### src/rtl/data_mem_bridge.sv
// -----------------------------------------------------------------------------
// data_mem_bridge
//
// Bridges a single-issue core data port to a request/acknowledge memory port.
// Each core access is latched once and presented to memory as a stable
// registered request until the memory acknowledges it or a timeout expires.
// The core is frozen through the stall output until the access is finished.
//
// Parameters
//   TIMEOUT_CYC  maximum number of BUSY cycles spent waiting for mem_ack
//                (1..65535)
//
// Ports
//   clka        in   1   clock, rising edge
//   rst         in   1   asynchronous active-low reset
//   cpu_en      in   1   core access request, held while stall=1
//   cpu_we      in   1   1 = store, 0 = load
//   cpu_addr    in   32  byte address of the access
//   cpu_wdata   in   32  store data
//   cpu_rdata   out  32  load data (registered), valid in DONE
//   stall       out  1   freezes the core pipeline while high (combinational)
//   err         out  1   one-cycle pulse on misaligned address or timeout
//   mem_req     out  1   memory request (registered)
//   mem_we      out  1   latched write enable
//   mem_addr    out  32  latched address
//   mem_wdata   out  32  latched write data
//   mem_ack     in   1   memory completion strobe
//   mem_rdata   in   32  memory read data, valid with mem_ack
// -----------------------------------------------------------------------------
module data_mem_bridge #(
    parameter int unsigned TIMEOUT_CYC = 255
) (
    input  logic        clka,
    input  logic        rst,
    input  logic        cpu_en,
    input  logic        cpu_we,
    input  logic [31:0] cpu_addr,
    input  logic [31:0] cpu_wdata,
    output logic [31:0] cpu_rdata,
    output logic        stall,
    output logic        err,
    output logic        mem_req,
    output logic        mem_we,
    output logic [31:0] mem_addr,
    output logic [31:0] mem_wdata,
    input  logic        mem_ack,
    input  logic [31:0] mem_rdata
);

    // Wide enough to hold TIMEOUT_CYC itself, so the counter can never wrap.
    localparam int unsigned CNT_W = $clog2(TIMEOUT_CYC + 1);
    localparam logic [CNT_W-1:0] CNT_LIMIT = CNT_W'(TIMEOUT_CYC);
    localparam logic [31:0] TIMEOUT_DATA = 32'hDEAD_BEEF;

    typedef enum logic [1:0] {
        IDLE = 2'd0,
        BUSY = 2'd1,
        DONE = 2'd2
    } state_t;

    state_t           state, state_d;
    logic [CNT_W-1:0] cnt, cnt_d, cnt_inc;
    logic             mem_req_d, mem_we_d, err_d;
    logic [31:0]      mem_addr_d, mem_wdata_d, cpu_rdata_d;

    assign cnt_inc = cnt + CNT_W'(1);

    // Stall is combinational so the core freezes in the same cycle it asks.
    // It is gated by reset so a held cpu_en cannot stall the core in reset.
    assign stall = rst & (((state == IDLE) & cpu_en) | (state == BUSY));

    always_comb begin
        state_d     = state;
        cnt_d       = cnt;
        mem_req_d   = mem_req;
        mem_we_d    = mem_we;
        mem_addr_d  = mem_addr;
        mem_wdata_d = mem_wdata;
        cpu_rdata_d = cpu_rdata;
        err_d       = 1'b0;

        case (state)
            IDLE: begin
                if (cpu_en) begin
                    if (cpu_addr[1:0] == 2'b00) begin
                        mem_req_d   = 1'b1;
                        mem_we_d    = cpu_we;
                        mem_addr_d  = cpu_addr;
                        mem_wdata_d = cpu_wdata;
                        cnt_d       = '0;
                        state_d     = BUSY;
                    end else begin
                        // Misaligned: never touch memory, report and finish.
                        err_d       = 1'b1;
                        cpu_rdata_d = '0;
                        state_d     = DONE;
                    end
                end
            end

            BUSY: begin
                // Ack is tested first so an ack in the timeout cycle wins.
                if (mem_ack) begin
                    mem_req_d = 1'b0;
                    if (!mem_we) begin
                        cpu_rdata_d = mem_rdata;
                    end
                    state_d = DONE;
                end else if (cnt_inc == CNT_LIMIT) begin
                    cnt_d       = cnt_inc;
                    mem_req_d   = 1'b0;
                    err_d       = 1'b1;
                    cpu_rdata_d = TIMEOUT_DATA;
                    state_d     = DONE;
                end else begin
                    cnt_d = cnt_inc;
                end
            end

            DONE: begin
                state_d = IDLE;
            end

            default: begin
                state_d = IDLE;
            end
        endcase
    end

    always_ff @(posedge clka or negedge rst) begin
        if (!rst) begin
            state     <= IDLE;
            cnt       <= '0;
            mem_req   <= 1'b0;
            mem_we    <= 1'b0;
            mem_addr  <= '0;
            mem_wdata <= '0;
            cpu_rdata <= '0;
            err       <= 1'b0;
        end else begin
            state     <= state_d;
            cnt       <= cnt_d;
            mem_req   <= mem_req_d;
            mem_we    <= mem_we_d;
            mem_addr  <= mem_addr_d;
            mem_wdata <= mem_wdata_d;
            cpu_rdata <= cpu_rdata_d;
            err       <= err_d;
        end
    end

endmodule
### config.mk
export PLATFORM = sky130hd
export DESIGN_NAME = data_mem_bridge
export DESIGN_NICKNAME = d
export VERILOG_FILES = /design/src/rtl/data_mem_bridge.sv
export SDC_FILE = /design/constraint.sdc
export NUM_CORES = 1
export LEC_CHECK = 0
export CORE_UTILIZATION = 41
export CTS_CLUSTER_DIAMETER = 100
export DETAILED_ROUTE_END_ITERATION = 8
export GPL_TIMING_DRIVEN = 0
export PLACE_DENSITY = 0.8
export SLEW_MARGIN = 20
export SYNTH_ARGS = -nofsm -noshare
export SYNTH_HDL_FRONTEND = slang
export SYNTH_SLANG_ARGS = --single-unit
### constraint.sdc
create_clock -name clka -period 2.6 [get_ports clka]
set_input_delay 0.52 -clock clka [delete_from_list [all_inputs] [get_ports clka]]
set_output_delay 0.52 -clock clka [all_outputs]
set_load 0.1 [all_outputs]
==> results by group, run 1 <==
Floorplan
  – Initial core utilization: 0.424
  – Rows: 37
  – Core Region: about 10000 sq um
  – Die Wd: 105 um
  – Die span in y: approximately 110 um
  – Die Footprint: about 11000 sq um
  – IO Pins: 201

Setup path
  – Crit start category: flop
  – R2r startpoint: cnt[0]$_DFFE_PN0P_
  – Arrival time at the worst endpoint: 1980 ps
  – CP max-delay cell: clkdlybuf4s50_1
  – Required time worst endpoint: 2080 ps
  – Origin of the worst setup path: mem_we$_DFFE_PN0P_
  – Crit-path cells: clkdlybuf4s50_1
  – Crit. End Element: output pin
  – CP top delay family: buffers and inverters
  – Max Fanout on Critical Path: 4
  – CP bufs+invs: 1
  – Max incr delay on CP: 1170 ps
  – Kind of critical path: flop to output pin

Finish
  – Diodes inserted: 0
  – Layout cells sized above 1: 0.172
  – Non-Filler Instances: between 600 and 700
  – Fillers: 799
  – Final Cell Area: slightly below 7000 sq um
  – Area Overhead vs Synth: 55.1%
  – Final #Nets: between 600 and 700

Power
  – Worst VDD drop: 0.000742 V
  – PD cells: between 1000 and 1500 nW/um^2
  – Leak Pwr: about 2.9 nW

STA
  – Fin crit share: 0.960
  – Unrepaired setup endpoints after global routing: false
  – Layout Skew: ~19 ps
  – Highest Clock Rate: 0.401 GHz
  – Endpoints failing setup: 0
  – Post-route minimum period: between 2000 and 2500 ps
  – Slew margin rel.: 0.322
  – Worst-Margin Slew: 1010 ps
  – Final hold viol count: 0
  – Slew Viols, Final: 0

Routing
  – DRT Pass-1 Iters: 6
  – Number of routed nets with antenna violations: 0
  – Routed Wire Length: about 11000 um
  – Via count: roughly 3400
  – Post-DR wirelength/cell: around 17 um
  – # DRC: 0
  – Via density: 5.13
  – Initial DRC count: 164

CTS
  – CTS Buf Count: 9
  – Clock transition at path regs: 100 ps
  – CTS Hold Bufs: 0
  – CTS tree: done
  – Htree depth: 3
  – CTS root buf: clkbuf_8
  – Num Clock Sinks: ~110
  – Worst skew pair latency: approximately 360 ps
  – CTS Buffer Depth: 2
  – Post-CTS Setup Inserts: 0

Synth
  – Syn nets: approximately 420
  – Synth top area cells: dfrtp_1, mux2_2, a221o_1
  – Post-synth EDFFs: 0
  – Count of cell types in the netlist: 41
  – Commonest cells in the netlist: dfrtp_1, mux2_2, a221o_1
  – Synth Flop Type: dfrtp_1
  – Post-synth ARST share: 1.00
  – Post-Syn Area: about 4400 sq um
  – Top cell type's share of synthesized area: 0.623
  – Top-count cell post-synth: dfrtp_1
  – Synth Register Bits: 109
  – Area leader, netlist: dfrtp_1
  – Synth warn: 0
  – Gate Count Post-Synth: 319
  – Register area share after synthesis: 0.623
  – Mean post-synth cell area: between 10 and 15 sq um

Worst hold path
  – Hold Crit Class: input port to asynchronous set/reset pin

GRT
  – Number of global-route vias before repair: 3616
  – All-layer global routing usage: 0.207
  – Largest net degree at the start of global routing: 70
  – First-pass GRT wire length: approximately 18000 um
  – Initial antenna violation count: 0
  – Total gr overflow: 0

Placement
  – Dpl hpwl: 8530 um
  – IO Port Bufs: 200
  – Routability congestion estimate from global placement: slightly below 0.8
  – Post-Place Cell Area: approximately 6600 sq um
  – Inst Count DP: between 600 and 700

Status
  – Status: complete, no violations

Flow run
  – Max-cap check violation count: 0
==> layout by cell type, fill, tap and decap left out, types with 2 or more instances in the layout <==
master             n
a221o_1           24
and2_1             4
dfrtp_1          109
nand2_1           21
nor2b_1            3
nand2b_1           4
clkdlybuf4s50_1  198
nor2_1             5
o31ai_1            4
clkbuf_1           9
clkinv_4           3
clkbuf_8           9
inv_1              3
ha_1               2
nand3_1            7
and3_1             2
mux2_2            63
buf_2              2
buf_6              3
o21ai_0           21
buf_1              6
nor4_4             2
buf_4              2
nor3_1             3
a21oi_1            3
==> registers in the layout, indices dropped and copies added (netlist names) <==
| register | cells |
|---|---|
| cnt | 8 |
| cpu_rdata | 32 |
| err | 1 |
| mem_addr | 32 |
| mem_req | 1 |
| mem_wdata | 32 |
| mem_we | 1 |
| state | 2 |
==> worst paths after layout <==
| kind | endpoint | slack [ps] | cells past startpoint |
|---|---|---|---|
| worst max-delay path | mem_we | 100 | 1 |
| worst max register to register | cpu_rdata[19]$_DFFE_PN0P_ | 190 | 8 |
| worst min register to register | mem_addr[1]$_DFFE_PN0P_ | 500 | 1 |
| min in group clka | mem_addr[1]$_DFFE_PN0P_ | 500 | 1 |
| max in group asynchronous | cpu_rdata[21]$_DFFE_PN0P_ | 1870 | 2 |
| worst min-delay path | mem_addr[20]$_DFFE_PN0P_ | 60 | 1 |
==> kinds of logic after synthesis <==
logic type	synth area share
fa+ha+maj	0.00571
compound gates	0.109
buf+inv	0.0263
mux	0.162
simple gates	0.0748
flops	0.623
==> final cells by class <==
type / instances / area, sq um / area share
clock buffers: 9 / 124 / 0.0182
plain buffers: 21 / 104 / 0.0153
well taps: 136 / 170 / 0.0250
flip-flops and latches: 109 / 2730 / 0.401
multi-input cells: 186 / 1550 / 0.229
repair buffers: 201 / 2030 / 0.299
inverters: 3 / 11.3 / 0.00166
clock inverters: 6 / 72.6 / 0.0107
==> power breakdown <==
part	switching, mW	internal [mW]	total (mW)
registers	0.211	2.06	2.27
logic	3.09	1.01	4.10
clock network	0.567	0.449	1.02
==> layer usage <==
metal	part of all wire	GRT usage	vias up
met5	0	0	-
met4	0.014	0.0684	0
met3	0.082	0.0662	12
met2	0.50	0.357	145
met1	0.41	0.244	1693
li1	-	-	1590
==> timing repair <==
| action | in CTS | in global routing |
|---|---|---|
| pin swaps | 0 | 1 |
| gates resized for setup | 3 | 1 |
| hold endpoints to repair | 0 | 0 |
| endpoints found under the setup margin | 1 | 8 |
==> per-stage QoR <==
| step | hold WS [ps] | setup TNS, ps | worst slack, ps | util | power (mW) |
|---|---|---|---|---|---|
| 2_1_floorplan | 224 | 0 | 318 | - | 5.32 |
| 4_1_cts | 60.9 | 0 | 93.5 | 0.657 | 7.45 |
| 3_3_place_gp | 470 | -335940 | -4240 | 0.635 | 6.35 |
| 5_1_grt | 80.5 | 0 | 8.37 | 0.658 | 7.63 |
| 6_report | 61.7 | 0 | 105 | 0.658 | 7.39 |
| 3_5_place_dp | 459 | -1940 | -319 | 0.638 | 6.41 |
(Power assumes the default switching activity.)
==> inputs of run 2 (changes only) <==
PLACE_DENSITY = 0.91   (was 0.8)
==> run 2 against run 1 <==
  * Sequential share of layout area down 0.13 points
  * Sequential power hardly changed
  * Non-clock buffer count unchanged
  * Critical endpoint unchanged
  * Largest power group unchanged
==> results by group, run 2 (same netlist as run 1, synthesis figures left out) <==
GRT
  – Number of global-route vias before repair: 3677 (+1.7%)
  – Largest net degree at the start of global routing: 71 (+1.4%)
  – All-layer global routing usage: 0.216 (+0.00858)
  – Total gr overflow: 0 (unchanged)
  – First-pass GRT wire length: 18500 um (+3.6%)
  – Initial antenna violation count: 0 (unchanged)

Finish
  – Area Overhead vs Synth: 55.5%
  – Layout cells sized above 1: 0.175 (+0.00341)
  – Regs by FF count: cpu_rdata x32, mem_addr x32, mem_wdata x32
  – Diodes inserted: 0 (unchanged)
  – Most frequent cells in the layout: clkdlybuf4s50_1, dfrtp_1, mux2_2
  – Final #Nets: 634 (unchanged)
  – Commonest non-fill, non-tap cell in the layout: clkdlybuf4s50_1
  – Final Util: 0.660 (+0.00206)

Setup path
  – Critical R2R Capture: cpu_rdata[27]$_DFFE_PN0P_
  – Required time worst endpoint: 2080 ps (about the same)
  – Crit-path cells: clkdlybuf4s50_1
  – Crit. End Element: output pin
  – Critical Path End: mem_we
  – R2r startpoint: cnt[0]$_DFFE_PN0P_
  – Max incr delay on CP: 1160 ps (about the same)
  – Arrival time at the worst endpoint: 1960 ps (-20 ps)
  – Reg2reg setup slack: 220 ps (+30 ps)
  – CP top delay family: buffers and inverters
  – Crit start category: flop
  – Max Fanout on Critical Path: 4 (unchanged)
  – CP bufs+invs: 1 (unchanged)
  – Worst R2R Path Depth: 8 (unchanged)
  – Kind of critical path: flop to output pin
  – Crit. path cell count: 1 (unchanged)
  – CP max-delay cell: clkdlybuf4s50_1
  – Origin of the worst setup path: mem_we$_DFFE_PN0P_

Floorplan
  – IO Pins: 201 (unchanged)
  – Core Region: 10300 sq um (unchanged)
  – Die Wd: 105 um (unchanged)
  – Die Footprint: 11100 sq um (unchanged)
  – Initial core utilization: 0.424 (unchanged)
  – Die span in y: 105 um (unchanged)
  – Rows: 37 (unchanged)

Power
  – Sw power: 3.90 mW (+0.66%)
  – Total power: 7.47 mW (+1.2%)
  – Worst VDD drop: 0.000772 V (+4.0%)
  – Leak Pwr: 2.90 nW (+0.60%)
  – Clk pwr share: 0.146 (+0.008)
  – PD cells: 1100 nW/um^2 (+0.85%)
  – Sw Share: 0.522 (-0.00263)
  – Power share of the sequential group: 0.305 (-0.002)
  – Internal: 3.58 mW (+1.7%)
  – Logic pwr share: 0.549 (-0.006)

CTS
  – Post-CTS Setup Inserts: 0 (unchanged)
  – Clock transition at path regs: 100 ps (about the same)
  – Worst skew pair latency: 380 ps (+20 ps)
  – CTS Hold Bufs: 0 (unchanged)
  – CTS tree: done
  – CTS Buffer Depth: 2 (unchanged)
  – Num Clock Sinks: 109 (unchanged)
  – Htree depth: 3 (unchanged)
  – CTS Buf Count: 9 (unchanged)
  – CTS root buf: clkbuf_8

Status
  – Status: complete, no violations

Routing
  – Initial DRC count: 202 (+23%)
  – Routed Wire Length: 11400 um (+0.75%)
  – Via count: 3521 (+2.4%)
  – Via density: 5.24 (+2.2%)
  – # DRC: 0 (unchanged)
  – DRT Pass-1 Iters: 4 (-2)
  – Number of routed nets with antenna violations: 0 (unchanged)
  – Post-DR wirelength/cell: 17.0 um (+0.60%)

STA
  – Unrepaired setup endpoints after global routing: false
  – Final hold viol count: 0 (unchanged)
  – WHS: 30.3 ps (-31.4 ps)
  – Setup_tns: 0 ps (unchanged)
  – Worst-Margin Slew: 1020 ps (+4.16 ps)
  – Slew margin rel.: 0.319 (-0.00278)
  – Final worst-path setup slack: 124 ps (+19.4 ps)
  – Post-route minimum period: 2480 ps (-19.4 ps)
  – Highest Clock Rate: 0.404 GHz (+0.78%)
  – Fin crit share: 0.952 (-0.00746)
  – Slew Viols, Final: 0 (unchanged)
  – Endpoints failing setup: 0 (unchanged)
  – Layout Skew: 16.6 ps (-1.91 ps)

Placement
  – IO Port Bufs: 200 (unchanged)
  – Post-Place Setup Slack: -332 ps (-13.3 ps)
  – Routability congestion estimate from global placement: 0.802 (+2.1%)
  – Dpl hpwl: 8580 um (+0.50%)

Worst hold path
  – Hold Crit Class: input port to asynchronous set/reset pin

Flow run
  – Max-cap check violation count: 0 (unchanged)
## run 2: worst min-delay path by stage
| stage | start | to | slack [ps] | cells after the start |
|---|---|---|---|---|
| 2_1_floorplan | rst | cnt[0]$_DFFE_PN0P_ | 220 | 0 |
| 3_3_place_gp | mem_addr[1]$_DFFE_PN0P_ | mem_addr[1]$_DFFE_PN0P_ | 470 | 1 |
| 3_5_place_dp | rst | mem_wdata[12]$_DFFE_PN0P_ | 450 | 1 |
| 4_1_cts | rst | mem_wdata[12]$_DFFE_PN0P_ | 30 | 1 |
| 5_1_grt | rst | mem_wdata[12]$_DFFE_PN0P_ | 40 | 1 |
| 6_report | rst | mem_wdata[12]$_DFFE_PN0P_ | 30 | 1 |
## run 2: cell type report
class	instances	area [sq um]
fill	751	3510
sequential	109	2730
timing repair buffer	201	2030
multi-input combinational	186	1550
tap	136	170
clock buffer	11	151
buffer	21	105
clock inverter	5	65.1
inverter	3	11.3
## run 2: through the flow
step                      area, sq um  cells
after floorplan                  4390    319
final                            6820    672
after global routing             6820    672
after detailed placement         6590    656
after global placement           6560    655
after CTS                        6810    672
## run 2: power groups by stage
stage / sequential [mW] / combinational [mW] / clock, mW
global placement: 2.28 / 4.06 / 0
detailed placement: 2.31 / 4.11 / 0
CTS: 2.28 / 4.12 / 1.13
global route: 2.32 / 4.21 / 1.18
finish: 2.28 / 4.11 / 1.09
floorplan: 4.89 / 0.423 / 0
## run 2: timing repair
item / 4_1_cts / 5_1_grt
gates resized for setup: 3 / 2
endpoints found under the setup margin: 1 / 9
gates cloned: 0 / 0
endpoints found under the hold margin: 0 / 0
pin swaps: 0 / 0
## run 2: metal layers
layer / GRT usage / share of wire / up-vias
met5: 0 / 0 / -
met4: 0.0775 / 0.021 / 0
met3: 0.0717 / 0.087 / 17
met2: 0.375 / 0.51 / 175
met1: 0.246 / 0.38 / 1740
li1: - / - / 1589
==> inputs of run 3 (changes only) <==
CORE_UTILIZATION = 43   (was 41)
CTS_BUF_LIST = sky130_fd_sc_hd__clkbuf_8   (was unset)
PLACE_DENSITY = 0.94   (was 0.91)
SETUP_SLACK_MARGIN = 0.02   (was unset)
==> run 3 against run 2 <==
  * Power fell by 0.53%
  * Sequential power about the same
  * Cell count fell by 0.15%
  * Global-route usage increased by 0.80 points
  * Register-to-register slack lost 60 ps
  * Critical path depth is the same
  * Combinational power about the same
  * Sequential cell count stayed put
  * Clock power decreased by 4%
  * Setup slack better by 5.8 ps
  * First-iteration DRC count shrank 17%
  * Largest power group unchanged
  * Highest routed layer unchanged
==> results by group, run 3 (same netlist as run 1, synthesis figures left out) <==
STA
  – Post-route minimum period: 2470 ps (-5.76 ps)
  – Fin crit share: 0.950 (-0.00222)
  – Worst-Margin Slew: 1030 ps (+15.0 ps)
  – Highest Clock Rate: 0.405 GHz (+0.23%)
  – Endpoints failing setup: 0 (unchanged)
  – WHS: 96.4 ps (+66.0 ps)
  – Slew margin rel.: 0.309 (-0.0100)
  – Layout Skew: 16.3 ps (-0.308 ps)
  – Slew Viols, Final: 0 (unchanged)
  – Final worst-path setup slack: 130 ps (+5.76 ps)
  – Final hold viol count: 0 (unchanged)
  – Unrepaired setup endpoints after global routing: false

Power
  – Worst VDD drop: 0.000839 V (+8.7%)
  – Leak Pwr: 2.90 nW (+0.11%)
  – Total power: 7.43 mW (-0.53%)
  – PD cells: 1090 nW/um^2 (-0.61%)

Placement
  – Inst Count DP: 653 (-0.46%)
  – Post-Place Setup Slack: -308 ps (+24.6 ps)
  – Routability congestion estimate from global placement: 0.858 (+6.9%)
  – Dpl hpwl: 8830 um (+3.0%)
  – IO Port Bufs: 200 (unchanged)

Floorplan
  – Die span in y: 103 um (-2.3%)
  – Initial core utilization: 0.446 (+0.0218)
  – IO Pins: 201 (unchanged)
  – Core Region: 9820 sq um (-4.9%)
  – Rows: 36 (-2.7%)
  – Die Wd: 103 um (-2.3%)
  – Die Footprint: 10600 sq um (-4.6%)

GRT
  – Initial antenna violation count: 0 (unchanged)
  – All-layer global routing usage: 0.224 (+0.00800)
  – First-pass GRT wire length: 17700 um (-4.3%)
  – Number of global-route vias before repair: 3607 (-1.9%)
  – Largest net degree at the start of global routing: 58 (-18%)
  – Total gr overflow: 0 (unchanged)

Setup path
  – Max Fanout on Critical Path: 4 (unchanged)
  – Kind of critical path: flop to output pin
  – Required time worst endpoint: 2080 ps (about the same)
  – CP top delay family: buffers and inverters
  – CP max-delay cell: clkdlybuf4s50_1
  – Crit-path cells: clkdlybuf4s50_1
  – Arrival time at the worst endpoint: 1950 ps (about the same)
  – CP bufs+invs: 1 (unchanged)
  – Max incr delay on CP: 1160 ps (about the same)
  – Crit start category: flop
  – Crit. End Element: output pin

CTS
  – CTS Buf Count: 9 (unchanged)
  – Num Clock Sinks: 109 (unchanged)
  – Htree depth: 3 (unchanged)
  – CTS Buffer Depth: 2 (unchanged)
  – Clock transition at path regs: 100 ps (about the same)
  – CTS root buf: clkbuf_8
  – CTS tree: done
  – Worst skew pair latency: 370 ps (about the same)

Routing
  – Post-DR wirelength/cell: 17.2 um (+1.1%)
  – # DRC: 0 (unchanged)
  – Initial DRC count: 168 (-17%)
  – Via density: 5.20 (-0.70%)
  – Number of routed nets with antenna violations: 0 (unchanged)
  – Routed Wire Length: 11600 um (+0.99%)
  – DRT Pass-1 Iters: 4 (unchanged)
  – Via count: 3491 (-0.85%)

Finish
  – Commonest non-fill, non-tap cell in the layout: clkdlybuf4s50_1
  – Area Overhead vs Synth: 55.7% (about the same)
  – Final Util: 0.695 (+0.0344)
  – Layout cells sized above 1: 0.178 (+0.00307)
  – Non-Filler Instances: 671 (-0.15%)
  – Final #Nets: 636 (+0.32%)
  – Most frequent cells in the layout: clkdlybuf4s50_1, dfrtp_1, mux2_2
  – Fillers: 709 (-5.6%)
  – Regs by FF count: cpu_rdata x32, mem_addr x32, mem_wdata x32
  – Diodes inserted: 0 (unchanged)

Worst hold path
  – Hold Crit Class: input port to asynchronous set/reset pin

Flow run
  – Max-cap check violation count: 0 (unchanged)

Status
  – Status: complete, no violations
run 3: through the flow:
stage | TNS (ps) | instance area [sq um]
floorplan | 0 | 4390
global placement | -327320 | 6560
detailed placement | -1800 | 6580
CTS | 0 | 6800
global route | 0 | 6820
finish | 0 | 6820
run 3: worst paths after layout:
path,end,cells after the start,from,slack (ps)
max in group asynchronous,mem_wdata[28]$_DFFE_PN0P_,2,rst,1850
worst min register to register,mem_addr[1]$_DFFE_PN0P_,1,mem_addr[1]$_DFFE_PN0P_,500
worst max-delay path,mem_we,1,mem_we$_DFFE_PN0P_,130
min in group clka,mem_addr[1]$_DFFE_PN0P_,1,mem_addr[1]$_DFFE_PN0P_,500
worst max register to register,cpu_rdata[3]$_DFFE_PN0P_,9,cnt[0]$_DFFE_PN0P_,160
worst min-delay path,mem_addr[23]$_DFFE_PN0P_,1,rst,100
run 3: layer usage:
metal	GRT usage	up-vias	share of wire
li1	-	1602	-
met1	0.255	1741	0.38
met2	0.390	130	0.52
met3	0.0678	18	0.079
met4	0.0932	0	0.021
met5	0	-	0
run 3: area by class of cell:
cell class,count,area (sq um),share of cell area
Sequential cell,109,2730,0.400
Timing Repair Buffer,203,2050,0.300
Multi-Input combinational cell,186,1550,0.228
Tap cell,133,166,0.0244
Clock buffer,10,138,0.0202
Buffer,21,105,0.0154
Clock inverter,6,72.6,0.0106
Inverter,3,11.3,0.00165
run 3: repair_timing:
item,in CTS,in global routing
gates resized for setup,3,3
hold buffers,0,0
pin swaps,0,0
buffers inserted,0,2
gates cloned,0,0
endpoints found under the setup margin,1,31
run 3: report_power, final:
group / switching (mW) / internal, mW / leakage, nW
Sequential: 0.217 / 2.06 / 1.38
Clock: 0.576 / 0.479 / 0.103
Combinational: 3.10 / 1.01 / 1.42
